**src/rtl/framebuf_ctrl_pkg.sv**
```systemverilog
// Shared constants, swap-state encoding and config clamp helpers for the
// frame buffer controller and the panel wiring.
package framebuf_pkg;

  localparam int N_ROWS_MAX    = 64;
  localparam int N_COLS_MAX    = 256;
  localparam int BITDEPTH_MAX  = 8;
  localparam int LSB_BLANK_MAX = 200;
  localparam int CTRL_WIDTH    = 32;
  localparam int AW            = $clog2(N_ROWS_MAX * N_COLS_MAX);
  localparam int DW            = 3 * BITDEPTH_MAX;
  localparam int N_CFG         = 4;

  typedef enum logic {
    IDLE    = 1'b0,
    PENDING = 1'b1
  } swap_state_e;

  typedef logic [CTRL_WIDTH-1:0] ctrl_word_t;

  function automatic ctrl_word_t clamp(input ctrl_word_t v, input ctrl_word_t lo,
                                       input ctrl_word_t hi);
    if (v < lo) return lo;
    if (v > hi) return hi;
    return v;
  endfunction

  // Config word order: 0 rows, 1 cols, 2 bitdepth, 3 lsb_blank.
  function automatic ctrl_word_t cfg_lo(input int idx);
    return (idx == 3) ? '0 : CTRL_WIDTH'(1);
  endfunction

  function automatic ctrl_word_t cfg_hi(input int idx);
    case (idx)
      0:       return CTRL_WIDTH'(N_ROWS_MAX);
      1:       return CTRL_WIDTH'(N_COLS_MAX);
      2:       return CTRL_WIDTH'(BITDEPTH_MAX);
      default: return CTRL_WIDTH'(LSB_BLANK_MAX);
    endcase
  endfunction

endpackage

```
**src/rtl/framebuf_ctrl_if.sv**
```systemverilog
// Bus bundle between the frame buffer controller and its writers, the panel
// and the buffer BRAM. The controller takes the slave side.
interface framebuf_ctrl_if;
  import framebuf_pkg::*;

  ctrl_word_t    cfg_n_rows, cfg_n_cols, cfg_bitdepth, cfg_lsb_blank;
  logic          cfg_commit;
  logic          pnl_frame_end;
  logic          pnl_en;
  logic          pnl_buffer;
  ctrl_word_t    pnl_n_rows, pnl_n_cols, pnl_bitdepth, pnl_lsb_blank;
  logic          wr0_req, wr1_req;
  logic [AW-1:0] wr0_addr, wr1_addr;
  logic [DW-1:0] wr0_data, wr1_data;
  logic          wr0_gnt, wr1_gnt;
  logic          wr_swap_req;
  logic          wr_swap_ack;
  logic          swap_pending;
  logic          mem_wr_en;
  logic          mem_wr_buffer;
  logic [AW-1:0] mem_wr_addr;
  logic [DW-1:0] mem_wr_data;
  logic [15:0]   frame_cnt;

  modport master (
    output cfg_n_rows, cfg_n_cols, cfg_bitdepth, cfg_lsb_blank, cfg_commit,
    output pnl_frame_end,
    output wr0_req, wr1_req, wr0_addr, wr1_addr, wr0_data, wr1_data, wr_swap_req,
    input  pnl_en, pnl_buffer, pnl_n_rows, pnl_n_cols, pnl_bitdepth, pnl_lsb_blank,
    input  wr0_gnt, wr1_gnt, wr_swap_ack, swap_pending,
    input  mem_wr_en, mem_wr_buffer, mem_wr_addr, mem_wr_data, frame_cnt
  );

  modport slave (
    input  cfg_n_rows, cfg_n_cols, cfg_bitdepth, cfg_lsb_blank, cfg_commit,
    input  pnl_frame_end,
    input  wr0_req, wr1_req, wr0_addr, wr1_addr, wr0_data, wr1_data, wr_swap_req,
    output pnl_en, pnl_buffer, pnl_n_rows, pnl_n_cols, pnl_bitdepth, pnl_lsb_blank,
    output wr0_gnt, wr1_gnt, wr_swap_ack, swap_pending,
    output mem_wr_en, mem_wr_buffer, mem_wr_addr, mem_wr_data, frame_cnt
  );
endinterface

```
**src/rtl/framebuf_ctrl_arb.sv**
```systemverilog
// Two-way round-robin arbiter with a combinational grant; r_last remembers
// the most recent winner so the other port wins the next tie.
module rr_arbiter2 (
  input  logic       clk,
  input  logic       rst_n,
  input  logic [1:0] i_req,
  input  logic       i_block,
  output logic [1:0] o_gnt
);
  logic r_last;

  assign o_gnt[0] = ~i_block & i_req[0] & (~i_req[1] | r_last);
  assign o_gnt[1] = ~i_block & i_req[1] & (~i_req[0] | ~r_last);

  always_ff @(posedge clk or negedge rst_n) begin
    if (!rst_n) begin
      r_last <= 1'b1;
    end else if (o_gnt[0]) begin
      r_last <= 1'b0;
    end else if (o_gnt[1]) begin
      r_last <= 1'b1;
    end
  end
endmodule

```
**src/rtl/framebuf_ctrl.sv**
```systemverilog
// Double-buffer swap scheduler, back-buffer write arbiter and tear-free
// panel configuration shadow.
module framebuf_ctrl
  import framebuf_pkg::*;
(
  input  logic           clk,
  input  logic           ctrl_rst_n,
  framebuf_ctrl_if.slave bus
);
  swap_state_e   r_state, w_state_next;
  logic          w_swap_fire;
  logic          r_buffer;
  logic          r_ack;
  logic [1:0]    w_gnt;
  logic          r_mem_en;
  logic [AW-1:0] r_mem_addr;
  logic [DW-1:0] r_mem_data;
  logic          r_dirty;
  logic          r_arm;
  logic          r_en;
  logic [15:0]   r_frame_cnt;
  ctrl_word_t    w_cfg_req [N_CFG];
  ctrl_word_t    w_cfg_clamp [N_CFG];
  ctrl_word_t    r_shadow [N_CFG];
  ctrl_word_t    r_pnl [N_CFG];

  always_comb begin
    w_state_next = r_state;
    w_swap_fire  = 1'b0;
    case (r_state)
      IDLE: begin
        if (bus.wr_swap_req) w_state_next = PENDING;
      end
      PENDING: begin
        if (bus.pnl_frame_end) begin
          w_state_next = IDLE;
          w_swap_fire  = 1'b1;
        end
      end
      default: w_state_next = IDLE;
    endcase
  end

  always_ff @(posedge clk or negedge ctrl_rst_n) begin
    if (!ctrl_rst_n) begin
      r_state  <= IDLE;
      r_buffer <= 1'b0;
      r_ack    <= 1'b0;
    end else begin
      r_state  <= w_state_next;
      r_buffer <= r_buffer ^ w_swap_fire;
      r_ack    <= w_swap_fire;
    end
  end

  // Grants are frozen while a swap waits, and also while reset is held.
  rr_arbiter2 u_arb (
    .clk     (clk),
    .rst_n   (ctrl_rst_n),
    .i_req   ({bus.wr1_req, bus.wr0_req}),
    .i_block ((r_state == PENDING) | ~ctrl_rst_n),
    .o_gnt   (w_gnt)
  );

  always_ff @(posedge clk or negedge ctrl_rst_n) begin
    if (!ctrl_rst_n) begin
      r_mem_en   <= 1'b0;
      r_mem_addr <= '0;
      r_mem_data <= '0;
    end else begin
      r_mem_en <= |w_gnt;
      if (w_gnt[1]) begin
        r_mem_addr <= bus.wr1_addr;
        r_mem_data <= bus.wr1_data;
      end else if (w_gnt[0]) begin
        r_mem_addr <= bus.wr0_addr;
        r_mem_data <= bus.wr0_data;
      end
    end
  end

  assign w_cfg_req[0] = bus.cfg_n_rows;
  assign w_cfg_req[1] = bus.cfg_n_cols;
  assign w_cfg_req[2] = bus.cfg_bitdepth;
  assign w_cfg_req[3] = bus.cfg_lsb_blank;

  // Before the panel runs, a commit goes straight to the active config.
  generate
    for (genvar gi = 0; gi < N_CFG; gi++) begin : g_cfg
      assign w_cfg_clamp[gi] = clamp(w_cfg_req[gi], cfg_lo(gi), cfg_hi(gi));

      always_ff @(posedge clk or negedge ctrl_rst_n) begin
        if (!ctrl_rst_n) begin
          r_shadow[gi] <= '0;
          r_pnl[gi]    <= '0;
        end else begin
          if (bus.cfg_commit) r_shadow[gi] <= w_cfg_clamp[gi];
          if (bus.cfg_commit && !r_en) begin
            r_pnl[gi] <= w_cfg_clamp[gi];
          end else if (bus.pnl_frame_end && r_dirty) begin
            r_pnl[gi] <= r_shadow[gi];
          end
        end
      end
    end
  endgenerate

  always_ff @(posedge clk or negedge ctrl_rst_n) begin
    if (!ctrl_rst_n) begin
      r_dirty     <= 1'b0;
      r_arm       <= 1'b0;
      r_en        <= 1'b0;
      r_frame_cnt <= '0;
    end else begin
      if (bus.cfg_commit) begin
        r_dirty <= r_en;
      end else if (bus.pnl_frame_end) begin
        r_dirty <= 1'b0;
      end
      r_arm <= r_arm | (bus.cfg_commit & ~r_en);
      r_en  <= r_en | r_arm;
      if (bus.pnl_frame_end && r_en) r_frame_cnt <= r_frame_cnt + 16'd1;
    end
  end

  assign bus.pnl_en        = r_en;
  assign bus.pnl_buffer    = r_buffer;
  assign bus.pnl_n_rows    = r_pnl[0];
  assign bus.pnl_n_cols    = r_pnl[1];
  assign bus.pnl_bitdepth  = r_pnl[2];
  assign bus.pnl_lsb_blank = r_pnl[3];
  assign bus.wr0_gnt       = w_gnt[0];
  assign bus.wr1_gnt       = w_gnt[1];
  assign bus.wr_swap_ack   = r_ack;
  assign bus.swap_pending  = (r_state == PENDING);
  assign bus.mem_wr_en     = r_mem_en;
  assign bus.mem_wr_buffer = ~r_buffer;
  assign bus.mem_wr_addr   = r_mem_addr;
  assign bus.mem_wr_data   = r_mem_data;
  assign bus.frame_cnt     = r_frame_cnt;
endmodule

```
**src/flat_wrapper.sv**
```systemverilog
// flat-port wrapper written by rule: the top's interface ports become plain ports
module framebuf_ctrl_flat import framebuf_pkg::*;
  (clk, ctrl_rst_n, bus_cfg_n_rows, bus_cfg_n_cols, bus_cfg_bitdepth, bus_cfg_lsb_blank, bus_cfg_commit, bus_pnl_frame_end, bus_wr0_req, bus_wr1_req, bus_wr0_addr, bus_wr1_addr, bus_wr0_data, bus_wr1_data, bus_wr_swap_req, bus_pnl_en, bus_pnl_buffer, bus_pnl_n_rows, bus_pnl_n_cols, bus_pnl_bitdepth, bus_pnl_lsb_blank, bus_wr0_gnt, bus_wr1_gnt, bus_wr_swap_ack, bus_swap_pending, bus_mem_wr_en, bus_mem_wr_buffer, bus_mem_wr_addr, bus_mem_wr_data, bus_frame_cnt);
  framebuf_ctrl_if bus_i ();
  input  logic clk;
  input  logic ctrl_rst_n;
  input wire logic [$bits(bus_i.cfg_n_rows)-1:0] bus_cfg_n_rows;
  input wire logic [$bits(bus_i.cfg_n_cols)-1:0] bus_cfg_n_cols;
  input wire logic [$bits(bus_i.cfg_bitdepth)-1:0] bus_cfg_bitdepth;
  input wire logic [$bits(bus_i.cfg_lsb_blank)-1:0] bus_cfg_lsb_blank;
  input wire logic [$bits(bus_i.cfg_commit)-1:0] bus_cfg_commit;
  input wire logic [$bits(bus_i.pnl_frame_end)-1:0] bus_pnl_frame_end;
  input wire logic [$bits(bus_i.wr0_req)-1:0] bus_wr0_req;
  input wire logic [$bits(bus_i.wr1_req)-1:0] bus_wr1_req;
  input wire logic [$bits(bus_i.wr0_addr)-1:0] bus_wr0_addr;
  input wire logic [$bits(bus_i.wr1_addr)-1:0] bus_wr1_addr;
  input wire logic [$bits(bus_i.wr0_data)-1:0] bus_wr0_data;
  input wire logic [$bits(bus_i.wr1_data)-1:0] bus_wr1_data;
  input wire logic [$bits(bus_i.wr_swap_req)-1:0] bus_wr_swap_req;
  output wire logic [$bits(bus_i.pnl_en)-1:0] bus_pnl_en;
  output wire logic [$bits(bus_i.pnl_buffer)-1:0] bus_pnl_buffer;
  output wire logic [$bits(bus_i.pnl_n_rows)-1:0] bus_pnl_n_rows;
  output wire logic [$bits(bus_i.pnl_n_cols)-1:0] bus_pnl_n_cols;
  output wire logic [$bits(bus_i.pnl_bitdepth)-1:0] bus_pnl_bitdepth;
  output wire logic [$bits(bus_i.pnl_lsb_blank)-1:0] bus_pnl_lsb_blank;
  output wire logic [$bits(bus_i.wr0_gnt)-1:0] bus_wr0_gnt;
  output wire logic [$bits(bus_i.wr1_gnt)-1:0] bus_wr1_gnt;
  output wire logic [$bits(bus_i.wr_swap_ack)-1:0] bus_wr_swap_ack;
  output wire logic [$bits(bus_i.swap_pending)-1:0] bus_swap_pending;
  output wire logic [$bits(bus_i.mem_wr_en)-1:0] bus_mem_wr_en;
  output wire logic [$bits(bus_i.mem_wr_buffer)-1:0] bus_mem_wr_buffer;
  output wire logic [$bits(bus_i.mem_wr_addr)-1:0] bus_mem_wr_addr;
  output wire logic [$bits(bus_i.mem_wr_data)-1:0] bus_mem_wr_data;
  output wire logic [$bits(bus_i.frame_cnt)-1:0] bus_frame_cnt;
  assign bus_i.cfg_n_rows = bus_cfg_n_rows;
  assign bus_i.cfg_n_cols = bus_cfg_n_cols;
  assign bus_i.cfg_bitdepth = bus_cfg_bitdepth;
  assign bus_i.cfg_lsb_blank = bus_cfg_lsb_blank;
  assign bus_i.cfg_commit = bus_cfg_commit;
  assign bus_i.pnl_frame_end = bus_pnl_frame_end;
  assign bus_i.wr0_req = bus_wr0_req;
  assign bus_i.wr1_req = bus_wr1_req;
  assign bus_i.wr0_addr = bus_wr0_addr;
  assign bus_i.wr1_addr = bus_wr1_addr;
  assign bus_i.wr0_data = bus_wr0_data;
  assign bus_i.wr1_data = bus_wr1_data;
  assign bus_i.wr_swap_req = bus_wr_swap_req;
  assign bus_pnl_en = bus_i.pnl_en;
  assign bus_pnl_buffer = bus_i.pnl_buffer;
  assign bus_pnl_n_rows = bus_i.pnl_n_rows;
  assign bus_pnl_n_cols = bus_i.pnl_n_cols;
  assign bus_pnl_bitdepth = bus_i.pnl_bitdepth;
  assign bus_pnl_lsb_blank = bus_i.pnl_lsb_blank;
  assign bus_wr0_gnt = bus_i.wr0_gnt;
  assign bus_wr1_gnt = bus_i.wr1_gnt;
  assign bus_wr_swap_ack = bus_i.wr_swap_ack;
  assign bus_swap_pending = bus_i.swap_pending;
  assign bus_mem_wr_en = bus_i.mem_wr_en;
  assign bus_mem_wr_buffer = bus_i.mem_wr_buffer;
  assign bus_mem_wr_addr = bus_i.mem_wr_addr;
  assign bus_mem_wr_data = bus_i.mem_wr_data;
  assign bus_frame_cnt = bus_i.frame_cnt;
  framebuf_ctrl u_core (.clk(clk), .ctrl_rst_n(ctrl_rst_n), .bus(bus_i));
endmodule
```
**config.mk**
```make
export PLATFORM = sky130hd
export DESIGN_NAME = framebuf_ctrl_flat
export DESIGN_NICKNAME = d
export VERILOG_FILES = /design/src/rtl/framebuf_ctrl_pkg.sv /design/src/rtl/framebuf_ctrl_if.sv /design/src/rtl/framebuf_ctrl_arb.sv /design/src/rtl/framebuf_ctrl.sv /design/src/flat_wrapper.sv
export SDC_FILE = /design/constraint.sdc
export NUM_CORES = 1
export LEC_CHECK = 0
export ABC_CLOCK_PERIOD_IN_PS = 3550
export CAP_MARGIN = 15
export CORE_AREA = 2 2 163 165
export CTS_CLUSTER_DIAMETER = 80
export DETAILED_ROUTE_END_ITERATION = 6
export DIE_AREA = 0 0 165 167
export GPL_TIMING_DRIVEN = 1
export HOLD_SLACK_MARGIN = 0.02
export PLACE_DENSITY = 0.91
export SLEW_MARGIN = 30
export SYNTH_ARGS = -nofsm -noshare
export SYNTH_HDL_FRONTEND = slang
export SYNTH_SLANG_ARGS = --single-unit
```
**constraint.sdc**
```tcl
create_clock -name clk -period 3.55 [get_ports clk]
set_clock_uncertainty 0.15 [all_clocks]
set_input_delay 0.8875 -clock clk [delete_from_list [all_inputs] [get_ports clk]]
set_output_delay 0.8875 -clock clk [all_outputs]
set_load 0.02 [all_outputs]
```
==> Word level (Yosys, flattened, before mapping) <==
Index checks and enable logic that the tools add are counted.
{ "word_totals": {"ff_bits": 318, "latch_bits": 0, "ramBits": 0, "mem_bits_ro": 0, "out_inout_bits": 190, "wordCells": 104, "mem_count": 0} }
{ "op_classes": {"add_sub_neg": 1, "n_mul": 0, "div_mod_pow": 0, "order_cmp": 8, "n_eq_ne": 0, "shifts": 0, "mux": 49, "bitwise_logic": 19, "reduce_logical": 8} }
{ "ops": {"columns": ["op", "n"], "rows": [
  ["32-bit two-way mux", 24],
  ["32-bit by 1-bit less-than comparator with 1-bit output (second input constant)", 4],
  ["24-bit two-way mux", 2],
  ["32-bit by 4-bit > comparator with 1-bit output (second input constant)", 1],
  ["32-bit by 7-bit > comparator with 1-bit output (second input constant)", 1],
  ["32-bit by 8-bit > comparator with 1-bit output (second input constant)", 1],
  ["32-bit by 9-bit > comparator with 1-bit output (second input constant)", 1],
  ["14-bit two-way mux", 2],
  ["1-bit two-way mux", 20],
  ["16-bit by 1-bit adder with 16-bit output (second input constant)", 1],
  ["1-bit inverter", 8],
  ["2-bit nonzero test", 3],
  ["1-bit bitwise AND", 5],
  ["1-bit OR", 5],
  ["1-bit logical AND", 3],
  ["1-bit case mux with 2 select lines", 1],
  ["2-bit OR reduction", 1],
  ["1-bit zero test", 1],
  ["1-bit bitwise XOR", 1]
]} }

==> Longest topological paths before layout <==
{ "depth": {"depth_word": 7, "ltp_mapped": 7, "mapped_depth_nobuf": 4} }

==> By module <==
Synthesis repeated with hierarchy kept, for this count alone.
{ "unflattened": {"cells_unflattened": 1195, "area_unflattened_um2": 12600.8} }
{ "by_module_without_submodules": {"columns": ["module", "instances", "cells_per_inst", "area_each_um2"], "rows": [
  ["framebuf_ctrl", 1, 1188, 12529.5],
  ["rr_arbiter2", 1, 7, 71.3]
]} }

==> Worst setup path before layout <==
Ideal clock, no wire load.
{ "synth_timing": {"kind": "input to output", "from": "in ctrl_rst_n", "to": "out bus_wr1_gnt", "arrival_ns": 1.527, "required_time_ns": 2.513, "path_slack_ns": 0.986, "cell_stages": 4, "path_buffers": 1, "cell_sequence": "nor2b_2 > nand3_1 > buf_2 > inv_1"} }
{ "synth_between": {"elab_chain_cells": 5} }
{ "synth_rtl": {"columns": ["item", "line_no", "text"], "rows": [
  ["start, declared", "flat_wrapper.sv:6", "input logic ctrl_rst_n;"],
  ["1-bit inverter", "framebuf_ctrl.sv:61", ".i_block ((r_state == PENDING) | ~ctrl_rst_n),"],
  ["1-bit OR", "framebuf_ctrl.sv:61", null],
  ["1-bit inverter", "framebuf_ctrl_arb.sv:13", "assign o_gnt[1] = ~i_block & i_req[1] & (~i_req[0] | ~r_last);"],
  ["1-bit bitwise AND (2 in a row)", "framebuf_ctrl_arb.sv:13", null],
  ["end, declared", "flat_wrapper.sv:27", "output wire logic [$bits(bus_i.wr1_gnt)-1:0] bus_wr1_gnt;"]
]} }
Every way passes these cells.

==> Final worst setup path <==
{ "layout_timing": {"from": "in bus_wr1_req", "to": "out bus_wr0_gnt"} }
{ "layout_between": {"elab_chain_cells": 3} }
{ "layout_rtl": {"columns": ["item", "line_no", "text"], "rows": [
  ["start, declared", "flat_wrapper.sv:14", "input wire logic [$bits(bus_i.wr1_req)-1:0] bus_wr1_req;"],
  ["1-bit inverter", "framebuf_ctrl_arb.sv:12", "assign o_gnt[0] = ~i_block & i_req[0] & (~i_req[1] | r_last);"],
  ["1-bit OR", "framebuf_ctrl_arb.sv:12", null],
  ["1-bit bitwise AND", "framebuf_ctrl_arb.sv:12", null],
  ["end, declared", "flat_wrapper.sv:26", "output wire logic [$bits(bus_i.wr0_gnt)-1:0] bus_wr0_gnt;"]
]} }
Every way passes these cells.

==> impl_metrics.toml <==
[run_status]
outcome = "finished clean"

[critical_path]
critPathKind = "input port to output pin"
cp.required_ns = 2.51
slowest_stage = "clkdlybuf4s50_1"
reg2reg_depth = 5
reg2reg_slack_ns = 1.40
crit_chain = "clkdlybuf4s50_1 -> nand2b_1 -> and3_2 -> clkdlybuf4s50_1"
worst_setup_path_end_kind = "output pin"
critPathArrivalTime_ns = 2.23
r2r-end = "u_core.bus.mem_wr_addr[13]"
crit_fanout = 3
crit_buf_inv = 2
critPathTopFamily = "buffers and inverters"
critPathMaxStageDelay_ns = 0.60
r2r-start = "u_core.bus.swap_pending"
cpMostUsedCell = "clkdlybuf4s50_1"
cp-start-kind = "input port"

[sta]
fin_crit_sh_pct = 91.93
hold_slack_ns = 0.1605
finalSetupViolCount = 0
rsz0062_at_grt = "no"
hold_viol = 0
fmax_mhz = 306.4
finalCriticalPeriod_ns = 3.264
slew_headroom_pct = 42.02
slew_violations = 0
tightestPinTransition_ns = 0.8697
fin_setup_tns_ns = 0

[placed_design]
hpwl_um = 23250
io_buffers = 400
gp_congestion = 0.8737

[floorplan]
die_y_um = 167
io_pins = 401
rows = 59
fp.dieW_um = 165
start_util_pct = 49.30
dieArea_um2 = 27560
coreArea_um2 = 25760

[yosys]
synth_top_area_cell = "dfrtp_1"
synth_area_leaders = "dfrtp_1 62%, nand2_1 7.9%, a21oi_1 6.5%, nor2b_1 5.8%, mux2i_1 3.5%"
synth.most_common_cell = "dfrtp_1"
synthFlopType = "dfrtp_1"
syn_area_um2 = 12700
avgSynthCellArea_um2 = 10.59
seq_area_frac_synth_pct = 62.66
synth_cell_types = 43
synth_top_area_share_pct = 62.46
synth_nets = 1411
synth_seq_cells = 318
ys_warn_count = 0
synth_commonest_cells = "317 x dfrtp_1, 267 x nand2_1, 165 x a21oi_1"
syn_inst = 1199
async_reset_ff_share_pct = 100.0
synth_edf_count = 0

[global_route]
grt_pass1_wl_um = 54750
antenna_found_initial = 0
overflow = 0
gr-usage-all-layers_pct = 24.76
grt_pass1_vias = 10620
grt_max_degree = 161

[power]
power.density_nw_per_um2 = 495.4
p_leak_nw = 7.836
peakVddDrop_mv = 0.3991

[detailed_routing]
drtIter0Drc = 745
drc = 0
drt_wl_total_um = 33850
antenna_left = 0
viasPerCell = 5.307
wire_per_inst_um = 17.59
drtPass1Iterations = 5
vias = 10210

[finish]
antenna_cells = 0
drive_above_1_share_pct = 6.608
area_growth_pct = 41.69
nets = 1777

[clocking]
cts_buffers = 31
cts_max_path_buffers = 3
worst_skew_pair.late_latency_ns = 0.56
clock-sinks = 318
cts-root-buf = "clkbuf_16"
cts_setup_buffers = 0
h-tree-depth = 1
ctsResizeCount = 0
cts_tree = "done"
ctsHoldBuffers = 0
path_clk_slew_ns = 0.06

[worst_hold_path]
hp-class = "input port to asynchronous set/reset pin"

[job]
drv_cap = 0
-- flip-flops by register name, summed over array words and instances, names as in the netlist --
signal	count
u_core.bus.wr_swap_ack	1
u_core.bus.frame_cnt	16
u_core.u_arb.r_last	1
u_core.bus.pnl_bitdepth	32
u_core.r_dirty	1
u_core.bus.mem_wr_en	1
u_core.bus.pnl_lsb_blank	32
u_core.bus.mem_wr_addr	14
u_core.bus.swap_pending	1
u_core.r_arm	1
u_core.bus.pnl_n_rows	32
u_core.bus.mem_wr_data	24
u_core.bus.pnl_n_cols	32
u_core.bus.pnl_en	1
u_core.bus.pnl_buffer	1
u_core.r_shadow	128
-- through the flow --
step	cells	total power, mW	area (µm²)	setup slack, ns	util, %
after detailed placement	1867	5.542	16890	0.2889	65.56
after global placement	1867	5.484	16890	0.2963	65.55
after global routing	1924	9.266	18000	0.2341	69.85
after CTS	1924	8.999	17990	0.2895	69.84
final	1924	8.916	18000	0.2865	69.85
after floorplan	1199	4.659	12700	0.9859	-
-- layout make-up --
| type | count | area (µm²) |
|---|---|---|
| Multi-Input combinational cell | 790 | 4302 |
| Clock inverter | 10 | 145.1 |
| Clock buffer | 47 | 955.9 |
| Sequential cell | 318 | 7959 |
| Timing Repair Buffer | 413 | 4174 |
| Inverter | 11 | 41.29 |
| Tap cell | 335 | 419.2 |
| Fill cell | 1751 | 7767 |
-- kinds of logic (layout without fill, tap and decap cells) --
group,Yosys count,after routing,share of synthesized area [%]
AOI/OAI and AO/OA,217,217,9.831
xor gates and xnor gates,16,16,1.103
adders and majority gates,1,1,0.09850
buffers and inverters,91,481,3.655
DFF,318,318,62.66
muxes,46,46,3.635
and+or+nand+nor,510,510,19.01
-- worst max-delay path by stage --
| stage | startpoint | end | slack, ns | depth (start not counted) |
|---|---|---|---|---|
| 2_1_floorplan | ctrl_rst_n | bus_wr1_gnt | 0.99 | 4 |
| 3_3_place_gp | bus_wr1_req | bus_wr0_gnt | 0.30 | 4 |
| 3_5_place_dp | bus_wr1_req | bus_wr0_gnt | 0.29 | 4 |
| 4_1_cts | bus_wr1_req | bus_wr0_gnt | 0.29 | 4 |
| 5_1_grt | bus_wr1_req | bus_wr0_gnt | 0.23 | 4 |
| 6_report | bus_wr1_req | bus_wr0_gnt | 0.29 | 4 |
-- metal layers --
layer | up-vias | part of all wire, % | global-route usage, %
met2 | 408 | 50 | 41.90
met4 | 0 | 3.9 | 9.565
met1 | 4994 | 39 | 30.67
met3 | 88 | 7.9 | 5.853
li1 | 4721 | - | -
met5 | - | 0 | 0
-- report_power, final --
part	total [mW]	switching, mW	internal (mW)
combinational	1.50	0.768	0.737
clock	3.44	1.37	2.07
sequential	3.97	0.140	3.83
total	8.92	2.28	6.64
-- cell usage in the layout, fill, tap and decap left out, drive strengths merged, types with 10 or more instances in the layout --
cell type / n
a41o: 10
clkdlybuf4s50: 398
a21oi: 165
nor2: 56
xnor2: 12
o22ai: 12
dfrtp: 317
a31o: 22
nand4: 10
nand2: 267
clkbuf: 47
inv: 12
buf: 15
nor2b: 118
mux2i: 45
nor4: 25
Power figures use the tool's default switching activity.
